$ cat src/rtl/bayer_quad_rgb_if.sv
// Pixel-side bundle between the line-delay stage and the Bayer quad demosaic.
// The master drives pixels and strobes; the slave returns the half-resolution RGB stream.
interface bayer_quad_rgb_if #(
  parameter int N = 12
);
  logic         enable;
  logic         frame_start;
  logic [15:0]  line_width;
  logic [N-1:0] pix_cur;
  logic [N-1:0] pix_prev;
  logic         out_valid;
  logic [N-1:0] r;
  logic [N-1:0] g;
  logic [N-1:0] b;
  logic [14:0]  out_x;
  logic [14:0]  out_y;

  modport master (
    output enable, frame_start, line_width, pix_cur, pix_prev,
    input  out_valid, r, g, b, out_x, out_y
  );

  modport slave (
    input  enable, frame_start, line_width, pix_cur, pix_prev,
    output out_valid, r, g, b, out_x, out_y
  );
endinterface

$ cat src/rtl/bayer_quad_rgb.sv
// Builds 2x2 Bayer quads from the live pixel and the line-delayed pixel above it,
// emitting one RGB pixel per quad with its quad coordinates.
module bayer_quad_rgb #(
  parameter int N             = 12,
  parameter int BAYER_PATTERN = 0
) (
  input  logic            clk,
  input  logic            reset_n,
  bayer_quad_rgb_if.slave bus
);

  logic [15:0]  x, y, lw_reg;
  logic [N-1:0] cur_d, prev_d;

  logic [15:0]  xs, ys, lw;
  logic         last_col, emit;
  logic [N-1:0] p00, p01, p10, p11;
  logic [N:0]   g_sum;
  logic [N-1:0] r_n, g_n, b_n;

  // A frame_start coinciding with enable makes this pixel (0,0) under the new width.
  always_comb begin
    xs       = bus.frame_start ? 16'd0 : x;
    ys       = bus.frame_start ? 16'd0 : y;
    lw       = bus.frame_start ? bus.line_width : lw_reg;
    last_col = (lw < 16'd2) || (xs == lw - 16'd1);
    emit     = bus.enable && xs[0] && ys[0] && (lw >= 16'd2);

    p00 = prev_d;
    p01 = bus.pix_prev;
    p10 = cur_d;
    p11 = bus.pix_cur;

    g_sum = '0;
    r_n   = '0;
    b_n   = '0;
    case (BAYER_PATTERN)
      0: begin
        r_n   = p00;
        g_sum = {1'b0, p01} + {1'b0, p10};
        b_n   = p11;
      end
      1: begin
        r_n   = p01;
        g_sum = {1'b0, p00} + {1'b0, p11};
        b_n   = p10;
      end
      2: begin
        r_n   = p10;
        g_sum = {1'b0, p00} + {1'b0, p11};
        b_n   = p01;
      end
      default: begin
        r_n   = p11;
        g_sum = {1'b0, p01} + {1'b0, p10};
        b_n   = p00;
      end
    endcase
    g_n = g_sum[N:1];
  end

  always_ff @(posedge clk) begin
    if (!reset_n) begin
      x             <= '0;
      y             <= '0;
      lw_reg        <= '0;
      cur_d         <= '0;
      prev_d        <= '0;
      bus.out_valid <= 1'b0;
      bus.r         <= '0;
      bus.g         <= '0;
      bus.b         <= '0;
      bus.out_x     <= '0;
      bus.out_y     <= '0;
    end else begin
      bus.out_valid <= emit;
      if (bus.frame_start) begin
        lw_reg <= bus.line_width;
        x      <= '0;
        y      <= '0;
      end
      if (bus.enable) begin
        cur_d  <= bus.pix_cur;
        prev_d <= bus.pix_prev;
        if (last_col) begin
          x <= '0;
          y <= ys + 16'd1;
        end else begin
          x <= xs + 16'd1;
        end
      end
      // Outputs hold between quads.
      if (emit) begin
        bus.r     <= r_n;
        bus.g     <= g_n;
        bus.b     <= b_n;
        bus.out_x <= xs[15:1];
        bus.out_y <= ys[15:1];
      end
    end
  end

endmodule
$ cat src/flat_wrapper.sv
// flat-port wrapper written by rule: the top's interface ports become plain ports
module bayer_quad_rgb_flat 
#(
  parameter int N             = 12,
  parameter int BAYER_PATTERN = 0
)
  (clk, reset_n, bus_enable, bus_frame_start, bus_line_width, bus_pix_cur, bus_pix_prev, bus_out_valid, bus_r, bus_g, bus_b, bus_out_x, bus_out_y);
  bayer_quad_rgb_if #(.N(N)) bus_i ();
  input  logic clk;
  input  logic reset_n;
  input wire logic [$bits(bus_i.enable)-1:0] bus_enable;
  input wire logic [$bits(bus_i.frame_start)-1:0] bus_frame_start;
  input wire logic [$bits(bus_i.line_width)-1:0] bus_line_width;
  input wire logic [$bits(bus_i.pix_cur)-1:0] bus_pix_cur;
  input wire logic [$bits(bus_i.pix_prev)-1:0] bus_pix_prev;
  output wire logic [$bits(bus_i.out_valid)-1:0] bus_out_valid;
  output wire logic [$bits(bus_i.r)-1:0] bus_r;
  output wire logic [$bits(bus_i.g)-1:0] bus_g;
  output wire logic [$bits(bus_i.b)-1:0] bus_b;
  output wire logic [$bits(bus_i.out_x)-1:0] bus_out_x;
  output wire logic [$bits(bus_i.out_y)-1:0] bus_out_y;
  assign bus_i.enable = bus_enable;
  assign bus_i.frame_start = bus_frame_start;
  assign bus_i.line_width = bus_line_width;
  assign bus_i.pix_cur = bus_pix_cur;
  assign bus_i.pix_prev = bus_pix_prev;
  assign bus_out_valid = bus_i.out_valid;
  assign bus_r = bus_i.r;
  assign bus_g = bus_i.g;
  assign bus_b = bus_i.b;
  assign bus_out_x = bus_i.out_x;
  assign bus_out_y = bus_i.out_y;
  bayer_quad_rgb #(.N(N), .BAYER_PATTERN(BAYER_PATTERN)) u_core (.clk(clk), .reset_n(reset_n), .bus(bus_i));
endmodule
$ cat config.mk
export PLATFORM = sky130hd
export DESIGN_NAME = bayer_quad_rgb_flat
export DESIGN_NICKNAME = d
export VERILOG_FILES = /design/src/rtl/bayer_quad_rgb_if.sv /design/src/rtl/bayer_quad_rgb.sv /design/src/flat_wrapper.sv
export SDC_FILE = /design/constraint.sdc
export NUM_CORES = 1
export LEC_CHECK = 0
export CAP_MARGIN = 5
export CORE_MARGIN = 5
export CORE_UTILIZATION = 53
export CTS_BUF_LIST = sky130_fd_sc_hd__clkbuf_8 sky130_fd_sc_hd__clkbuf_16
export DETAILED_ROUTE_END_ITERATION = 16
export GPL_TIMING_DRIVEN = 0
export PLACE_DENSITY = 0.8
export RECOVER_POWER = 50
export SLEW_MARGIN = 20
export SYNTH_ARGS = -nofsm -noshare
export SYNTH_HDL_FRONTEND = slang
export SYNTH_SLANG_ARGS = --single-unit
$ cat constraint.sdc
create_clock -name clk -period 3.9 [get_ports clk]
set_input_delay 0.39 -clock clk [delete_from_list [all_inputs] [get_ports clk]]
set_output_delay 0.39 -clock clk [all_outputs]
set_load 0.1 [all_outputs]
==> flow_summary.json <==
{
  "max_freq_ghz": 0.2645,
  "drive_gt1_share_pct": 5.732,
  "finClkSkew_ps": 7.028,
  "wl_per_cell_um": 17.60,
  "cts-root-buf": "clkbuf_16",
  "synth_top_cell_by_area": "dfxtp_1",
  "start_kind": "input port",
  "grt_start_max_net_pins": 20,
  "rows": 40,
  "cts_buffers": 17,
  "synth.avg_cell_area_um2": 8.200,
  "cts_tree": "built",
  "power_density_nw_per_um2": 394.4,
  "synthToLayoutAreaGrowth_pct": 30.02,
  "setup_viol": 0,
  "yosys_warnings": 0,
  "numClockSinks": 139,
  "hold_viol_final": 0,
  "synthDistinctLibCells": 58,
  "period_needed_ps": 3780,
  "dieArea_um2": 14740,
  "cp_max_fo": 19,
  "layout.nets": 990,
  "ys.flop_type": "dfxtp_1",
  "drc": 0,
  "syn_area_um2": 6576,
  "ys_ff_latch": 139,
  "synth_edf_count": 0,
  "yosys-top-cells-count": "nand2_1 (140), dfxtp_1 (139), a21oi_1 (86)",
  "initial_core_util_pct": 54.30,
  "hold_buffers": 0,
  "cap_violations": 0,
  "pin_count": 111,
  "slew_headroom_pct": 30.83,
  "drt-total-wl_mm": 19.54,
  "worstSetupPathType": "in -> reg",
  "finalPower_w": 0.003372,
  "synthDominantCellAreaShare_pct": 42.31,
  "grt_pass1_wl_mm": 30.91,
  "p_leak_nw": 3.373,
  "dieWidth_um": 121.4,
  "critPathArrivalTime_ps": 4130,
  "synth_async_sr_flop_share_pct": 0,
  "clkLatencyLatePin_ps": 420,
  "via_per_inst": 5.762,
  "finalSetupTns_ps": 0,
  "die_h_um": 121.4,
  "required_ps": 4250,
  "end_kind": "flip-flop",
  "drtPass1Iterations": 5,
  "postCtsSetupBuffers": 0,
  "clk_pin_slew_ps": 60,
  "grt.total_usage_pct": 26.66,
  "n_antenna_cell": 0,
  "vdd_ir_drop_max_v": 0.0004159,
  "synthTopCellsByArea": "dfxtp_1 (42%), nand2_1 (8.0%), a21oi_1 (6.5%)",
  "syn_inst": 802,
  "status": "finished, final reports clean",
  "antenna_found_initial": 0,
  "nFillCells": 982,
  "yosysMostFrequentCell": "nand2_1",
  "fin_util_pct": 70.60,
  "tightest_slew_ps": 1034,
  "drv_slew": 0,
  "port_buffers": 110,
  "cts_buffer_depth": 2,
  "place_hpwl_mm": 14.16,
  "finalCritPeriodShare_pct": 96.93,
  "grt_overflow": 0,
  "ant_nets": 0,
  "place_congestion": 0.9380,
  "ys_seq_area_share_pct": 42.31,
  "synth_nets": 862,
  "htreeDepth": 4,
  "core_um2": 12110,
  "grt_pass1_vias": 6207,
  "hold_path.class": "reg -> reg",
  "drtIter0Drc": 544,
  "num_vias": 6396
}
## critical path, stage by stage
cell,delay (ps)
clkdlybuf4s50_1,480
buf_6,190
buf_4,210
buf_4,220
mux2i_4,340
ha_4,200
inv_1,50
or3_1,470
o31a_1,340
nor3_2,180
a41oi_4,210
buf_2,250
or4_1,420
a21oi_1,150
## layout make-up
| cell class | count | area, um2 | area share (%) |
|---|---|---|---|
| repair buffers | 110 | 1101 | 12.88 |
| multi-input cells | 600 | 3628 | 42.43 |
| clock buffers | 20 | 466.7 | 5.458 |
| clock inverters | 11 | 103.9 | 1.215 |
| well taps | 168 | 210.2 | 2.458 |
| plain buffers | 47 | 201.4 | 2.356 |
| inverters | 15 | 56.30 | 0.6585 |
| flip-flops and latches | 139 | 2783 | 32.54 |
## per-stage QoR
stage	instance area (um2)	std cells	hold slack [ps]	worst slack [ps]
2_1_floorplan	6576	802	431.3	341.7
3_3_place_gp	7888	1080	438.5	-1206
3_5_place_dp	7888	1080	443.2	-1182
4_1_cts	8498	1110	450.5	21.10
5_1_grt	8551	1110	462.9	-1.036
6_report	8551	1110	443.8	119.6
## layout by cell type, fill, tap and decap left out, types with 16 or more instances in the layout
cell type        instances
a21oi_1                 86
clkbuf_1                36
clkbuf_16               17
clkdlybuf4s50_1         41
dfxtp_1                139
dlygate4sd3_1           69
inv_1                   17
mux2i_1                 39
nand2_1                140
nand3_1                 39
nor2_1                  68
nor3_1                  17
xnor2_1                 27
xor2_1                  16
## final timing paths
path,start,end,slack (ps),cells after the start
worst max-delay path,bus_frame_start,u_core.y[2],120,14
worst min-delay path,u_core.bus.out_y[12],u_core.bus.out_y[12],440,2
worst max register to register,u_core.lw_reg[4],u_core.y[2],590,10
worst min register to register,u_core.bus.out_y[12],u_core.bus.out_y[12],440,2
## logic make-up after synthesis
| group | Yosys count | synth area share (%) |
|---|---|---|
| xor+xnor | 43 | 5.727 |
| compound gates | 153 | 13.78 |
| mux | 41 | 6.259 |
| simple gates | 347 | 25.02 |
| flops | 139 | 42.31 |
| fa+ha+maj | 16 | 3.158 |
| buf+inv | 63 | 3.748 |
## metal layers
| metal | up-vias | wire, um | track usage, % |
|---|---|---|---|
| met4 | 0 | 486 | 9.104 |
| li1 | 3068 | - | - |
| met5 | - | 0 | 0 |
| met2 | 285 | 9319 | 44.77 |
| met3 | 45 | 1748 | 8.392 |
| met1 | 2998 | 7984 | 32.20 |
## power breakdown
part / internal [W] / switching [W] / leakage [nW]
Combinational: 0.000147 / 0.000191 / 1.95
Clock: 0.000974 / 0.000593 / 0.295
Sequential: 0.00145 / 0.0000216 / 1.13
Total: 0.00257 / 0.000805 / 3.37
## timing repair
item	in CTS	in global routing
endpoints found under the setup margin	82	49
resized for setup	13	11
pin swaps	0	1
(Power assumes the default switching activity.)
